**src/rtl/eth_tx_framer.sv**
```systemverilog
// GMII transmit framer: preamble/SFD, payload with minimum-length padding,
// optional CRC32 FCS, inter-frame gap and underrun abort.
module eth_tx_framer #(
  parameter int unsigned IFG_BYTES       = 12,
  parameter int unsigned MIN_FRAME_BYTES = 60,
  parameter bit          APPEND_FCS      = 1'b1
) (
  input  logic       clkIn,
  input  logic       rstIn,
  input  logic [7:0] dataIn,
  input  logic       dataValidIn,
  input  logic       dataLastIn,
  output logic       dataReadyOut,
  output logic [7:0] txDataOut,
  output logic       txEnOut,
  output logic       txErOut,
  output logic       busyOut,
  output logic       underrunOut
);

  // state      | meaning
  // S_IDLE     | waiting for dataValidIn, counters and CRC held at start values
  // S_PREAMBLE | seven 0x55 bytes
  // S_SFD      | one 0xD5 byte
  // S_PAYLOAD  | forwarding accepted bytes, underrun aborts the frame
  // S_PAD      | 0x00 bytes until the minimum length is reached
  // S_FCS      | four inverted-CRC bytes, LSB first
  // S_IFG      | IFG_BYTES idle byte times, input ignored
  typedef enum logic [2:0] {
    S_IDLE, S_PREAMBLE, S_SFD, S_PAYLOAD, S_PAD, S_FCS, S_IFG
  } state_t;

  localparam logic [7:0]  IFG_TMR   = 8'(IFG_BYTES - 1);
  localparam logic [10:0] MIN_CNT   = 11'(MIN_FRAME_BYTES);
  localparam state_t      END_STATE = APPEND_FCS ? S_FCS : S_IFG;
  localparam logic [7:0]  END_TMR   = APPEND_FCS ? 8'd3 : IFG_TMR;

  state_t      r_state, w_state_nxt;
  logic [7:0]  r_tmr, w_tmr_nxt;
  logic [10:0] r_cnt, w_cnt_nxt, w_cnt_inc;
  logic [31:0] r_crc, w_crc_nxt, w_crc_upd;
  logic [7:0]  w_crc_byte;
  logic [7:0]  r_txd, w_txd_nxt;
  logic        r_txen, w_txen_nxt;
  logic        r_txer, w_txer_nxt;
  logic        r_unr, w_unr_nxt;

  function automatic logic [31:0] crc32_byte(input logic [31:0] crc, input logic [7:0] d);
    logic [31:0] c;
    c = crc ^ {24'h000000, d};
    for (int i = 0; i < 8; i++)
      c = c[0] ? ((c >> 1) ^ 32'hEDB88320) : (c >> 1);
    return c;
  endfunction

  assign w_cnt_inc    = (r_cnt == 11'h7FF) ? r_cnt : r_cnt + 11'd1;
  assign w_crc_byte   = (r_state == S_PAYLOAD) ? dataIn : 8'h00;
  assign w_crc_upd    = crc32_byte(r_crc, w_crc_byte);
  assign dataReadyOut = (r_state == S_PAYLOAD);
  assign busyOut      = (r_state != S_IDLE);
  assign txDataOut    = r_txd;
  assign txEnOut      = r_txen;
  assign txErOut      = r_txer;
  assign underrunOut  = r_unr;

  always_ff @(posedge clkIn or posedge rstIn) begin
    if (rstIn) r_state <= S_IDLE;
    else       r_state <= w_state_nxt;
  end

  // Output registers carry the byte chosen by the state active at the edge.
  always_comb begin
    w_state_nxt = r_state;
    w_tmr_nxt   = r_tmr;
    w_cnt_nxt   = r_cnt;
    w_crc_nxt   = r_crc;
    w_txd_nxt   = 8'h00;
    w_txen_nxt  = 1'b0;
    w_txer_nxt  = 1'b0;
    w_unr_nxt   = 1'b0;
    case (r_state)
      S_IDLE: begin
        w_cnt_nxt = '0;
        w_crc_nxt = 32'hFFFFFFFF;
        w_tmr_nxt = 8'd6;
        if (dataValidIn) w_state_nxt = S_PREAMBLE;
      end
      S_PREAMBLE: begin
        w_txen_nxt = 1'b1;
        w_txd_nxt  = 8'h55;
        if (r_tmr == 8'd0) w_state_nxt = S_SFD;
        else               w_tmr_nxt   = r_tmr - 8'd1;
      end
      S_SFD: begin
        w_txen_nxt  = 1'b1;
        w_txd_nxt   = 8'hD5;
        w_state_nxt = S_PAYLOAD;
      end
      S_PAYLOAD: begin
        w_txen_nxt = 1'b1;
        if (dataValidIn) begin
          w_txd_nxt = dataIn;
          w_cnt_nxt = w_cnt_inc;
          w_crc_nxt = w_crc_upd;
          if (dataLastIn) begin
            if (w_cnt_inc < MIN_CNT) begin
              w_state_nxt = S_PAD;
            end else begin
              w_state_nxt = END_STATE;
              w_tmr_nxt   = END_TMR;
            end
          end
        end else begin
          w_txer_nxt  = 1'b1;
          w_unr_nxt   = 1'b1;
          w_state_nxt = S_IFG;
          w_tmr_nxt   = IFG_TMR;
        end
      end
      S_PAD: begin
        w_txen_nxt = 1'b1;
        w_cnt_nxt  = w_cnt_inc;
        w_crc_nxt  = w_crc_upd;
        if (w_cnt_inc >= MIN_CNT) begin
          w_state_nxt = END_STATE;
          w_tmr_nxt   = END_TMR;
        end
      end
      S_FCS: begin
        // CRC is shifted down so the next FCS byte always sits in the low byte.
        w_txen_nxt = 1'b1;
        w_txd_nxt  = ~r_crc[7:0];
        w_crc_nxt  = {8'h00, r_crc[31:8]};
        if (r_tmr == 8'd0) begin
          w_state_nxt = S_IFG;
          w_tmr_nxt   = IFG_TMR;
        end else begin
          w_tmr_nxt = r_tmr - 8'd1;
        end
      end
      S_IFG: begin
        if (r_tmr == 8'd0) w_state_nxt = S_IDLE;
        else               w_tmr_nxt   = r_tmr - 8'd1;
      end
      default: w_state_nxt = S_IDLE;
    endcase
  end

  always_ff @(posedge clkIn or posedge rstIn) begin
    if (rstIn) begin
      r_tmr  <= '0;
      r_cnt  <= '0;
      r_crc  <= 32'hFFFFFFFF;
      r_txd  <= 8'h00;
      r_txen <= 1'b0;
      r_txer <= 1'b0;
      r_unr  <= 1'b0;
    end else begin
      r_tmr  <= w_tmr_nxt;
      r_cnt  <= w_cnt_nxt;
      r_crc  <= w_crc_nxt;
      r_txd  <= w_txd_nxt;
      r_txen <= w_txen_nxt;
      r_txer <= w_txer_nxt;
      r_unr  <= w_unr_nxt;
    end
  end

endmodule

```
**config.mk**
```make
export PLATFORM = sky130hd
export DESIGN_NAME = eth_tx_framer
export DESIGN_NICKNAME = d
export VERILOG_FILES = /design/src/rtl/eth_tx_framer.sv
export SDC_FILE = /design/constraint.sdc
export NUM_CORES = 1
export LEC_CHECK = 0
export ABC_AREA = 1
export BUFFER_PORTS_ARGS = -buffer_cell sky130_fd_sc_hd__buf_2
export CORE_MARGIN = 4
export CORE_UTILIZATION = 25
export CTS_BUF_LIST = sky130_fd_sc_hd__clkbuf_8
export CTS_CLUSTER_SIZE = 12
export DETAILED_ROUTE_END_ITERATION = 8
export PLACE_DENSITY = 0.41
export SYNTH_ARGS = -nofsm -noshare
export SYNTH_HDL_FRONTEND = slang
export SYNTH_SLANG_ARGS = --single-unit
```
**constraint.sdc**
```tcl
create_clock -name clkIn -period 1.8 [get_ports clkIn]
set_clock_uncertainty 0.05 [all_clocks]
set_input_delay 0.18 -clock clkIn [delete_from_list [all_inputs] [get_ports clkIn]]
set_output_delay 0.18 -clock clkIn [all_outputs]
set_load 0.01 [all_outputs]
```
==> results.yml <==
yosys:
  yosys_warnings: 0
  ys_ff_latch: 64
  syn_area_um2: 4742
  syn-num-nets: 690
  ys_seq_area_share_pct: 34.62
  avgSynthCellArea_um2: 7.015
  yosysUniqueCellTypes: 41
  syn_inst: 676
critical_path:
  start_kind: "register"
  startpoint: "r_cnt[1]$_DFFE_PP0P_"
  worst-setup-path-type: "reg2reg"
  r2r_setup_slack_ps: -230
  cp-endpoint: "r_tmr[4]$_DFFE_PP0P_"
  endpoint_kind: "register"
  crit_required_ps: 2060
  worstPathArrival_ps: 2280
  crit_fanout: 8
  r2r-start: "r_cnt[1]$_DFFE_PP0P_"
  reg2regPathDepth: 15
  rr_endpoint: "r_tmr[4]$_DFFE_PP0P_"
sta:
  min_period_over_period_pct: 112.6
  hold_slack_ps: 217.9
  grt_setup_unrepaired: "true"
  fin_ws_ps: -227.0
  setup_viol: 41
  max_freq_mhz: 493.3
  final.min_clock_period_ps: 2027
  slew_headroom_pct: 62.46
  hold_viol: 0
  tightest_slew_ps: 562.2
  finalMaxSlewViolations: 0
layout:
  diodes: 0
  drive_above_1_share_pct: 58.10
  final_cell_mix: "nand2_1, buf_4, inv_1"
  area_delta_synth_final_pct: 76.75
  postLayoutCellArea_um2: 8382
  post-route-util_pct: 44.81
  final_common_cell: "nand2_1"
  nets: 873
grt:
  grt_pass1_vias: 5157
  busiest_layer: "met2"
  grt_use_met3_pct: 2.398
  gr-usage-met1_pct: 21.39
  overflow: 0
  grt_use_total_pct: 16.23
  grt_max_degree: 25
  antenna_found_initial: 0
  grt_pass1_wl_mm: 27.49
  use_met2_pct: 26.66
cts:
  clockBufferDepth: 2
  cts-htree-levels: 3
  cts_tree: "yes"
  cts_buffers: 9
  cts_sinks: 64
  cts_root_buffer: "clkbuf_8"
  clk_pin_slew_ps: 80
  clkLatencyLatePin_ps: 370
die:
  io-pin-count: 25
  start_util_pct: 25.35
  die-area_um2: 21240
  num_rows: 50
  core-area_um2: 18710
  die_x_um: 145.7
  die_h_um: 145.7
detailed_routing:
  ant_nets: 0
  vias_per_cell: 4.789
  detail_route.first_pass.iterations: 4
  vias: 5258
  dr.first_iter.drc_count: 304
  drc: 0
  wl_mm: 18.05
  wl_per_cell_um: 16.44
power_and_ir_drop:
  power_density_nw_per_um2: 2230
  power.leakage_nw: 3.787
  ir_drop_uv: 735.5
  clkPwrFrac_pct: 6.9
  pwr-share-comb_pct: 78.0
  p_seq_share_pct: 15.1
  p_int_w: 0.009335
  finalPower_w: 0.01870
  p_sw_w: 0.009361
  p_sw_share_pct: 50.07
job:
  drv_cap: 0
placed_design:
  gp_congestion: 0.8369
  dpl_worst_slack_ps: -312.3
  dp_hpwl_mm: 11.79
  portBuffers: 24
  place_area_um2: 5964
hold_path:
  hp-class: "in2reg"
outcome:
  status: "finished with violations"
  violations: "negative setup slack"
==> flip-flops by register name, indices dropped and copies added (netlist names) <==
| register | count |
|---|---|
| txEnOut | 1 |
| r_tmr | 8 |
| r_crc | 32 |
| r_state | 3 |
| underrunOut | 1 |
| txDataOut | 8 |
| r_cnt | 11 |
==> cells in the mapped netlist, drive strengths merged <==
master	count	share of area [%]
nand2	232	21
nand4	6	0.79
nor3	8	0.84
o211ai	1	0.16
or2	5	0.66
xnor2	10	2.0
nand3	73	8.6
clkinv	2	0.16
a21o	1	0.16
nor2	53	5.1
xor2	23	4.7
a22oi	11	1.7
clkbuf	5	0.40
buf	12	1.8
nand3b	1	0.16
o22ai	15	2.0
a32o	1	0.21
o221ai	6	1.1
a21oi	43	4.5
a22o	1	0.18
dfstp	32	18
dfrtp	32	17
o21ai	23	2.4
inv	78	6.2
ha	2	0.53
==> cells by family after synthesis <==
group           share of synthesized area (%)
xor+xnor                                6.729
fa+ha+maj                              0.5276
buf+inv                                 8.522
simple gates                            37.10
compound gates                          12.51
flops                                   34.62
==> critical path: stages, from the launching register on <==
cell	delay (ps)
dfrtp_1	400
ha_4	170
nand2_4	60
nor2_4	160
nand2_2	100
nand2_1	90
nand2_1	60
nor2_2	120
nand2_1	80
nor2_2	140
nand3_2	120
nand2_4	130
nand2_8	80
nand2_8	100
nand2_1	50
nand2_1	50
==> how the worst min path moves through the flow <==
stage | startpoint | to | slack (ps) | cells past startpoint
after floorplan | dataValidIn | underrunOut$_DFF_PP0_ | 210 | 1
after global placement | rstIn | r_cnt[9]$_DFFE_PP0P_ | 220 | 2
after detailed placement | rstIn | r_cnt[10]$_DFFE_PP0P_ | 220 | 2
after CTS | dataIn[1] | txDataOut[1]$_DFF_PP0_ | 200 | 4
after global routing | dataIn[7] | txDataOut[7]$_DFF_PP0_ | 210 | 4
final | dataIn[7] | txDataOut[7]$_DFF_PP0_ | 220 | 4
==> layer usage <==
| layer | up-vias | wire length (µm) |
|---|---|---|
| met2 | 102 | 8952 |
| met5 | - | 0 |
| li1 | 2568 | - |
| met3 | 23 | 624 |
| met1 | 2565 | 8077 |
| met4 | 0 | 392 |
==> what timing repair did <==
item / in CTS / in global routing
gates cloned: 3 / 2
setup buffers: 22 / 31
pin swaps: 56 / 123
endpoints found under the hold margin: 4 / 0
resized for setup: 180 / 213
endpoints found under the setup margin: 53 / 56
hold buffers: 2 / 0
==> power groups by stage <==
| stage | clock, W | combinational (W) | sequential, W |
|---|---|---|---|
| after floorplan | 0 | 0.00560 | 0.00263 |
| after global placement | 0 | 0.00889 | 0.00272 |
| after CTS | 0.00133 | 0.0113 | 0.00273 |
| final | 0.00129 | 0.0146 | 0.00282 |
| after global routing | 0.00140 | 0.0157 | 0.00290 |
| after detailed placement | 0 | 0.00889 | 0.00272 |
==> cell type report <==
| type | instances | area [µm²] |
|---|---|---|
| clock buffers | 9 | 123.9 |
| flip-flops and latches | 64 | 1643 |
| well taps | 234 | 292.8 |
| multi-input cells | 517 | 4163 |
| fillers | 1789 | 10320 |
| repair buffers | 187 | 1769 |
| inverters | 80 | 327.8 |
| clock inverters | 7 | 62.56 |
==> per-stage QoR <==
stage / TNS [ps] / instances
floorplan: -82.06 / 676
global placement: -7652 / 1024
detailed placement: -7341 / 1024
CTS: -5128 / 1067
global route: -12670 / 1098
finish: -6397 / 1098
(Power assumes the default switching activity.)
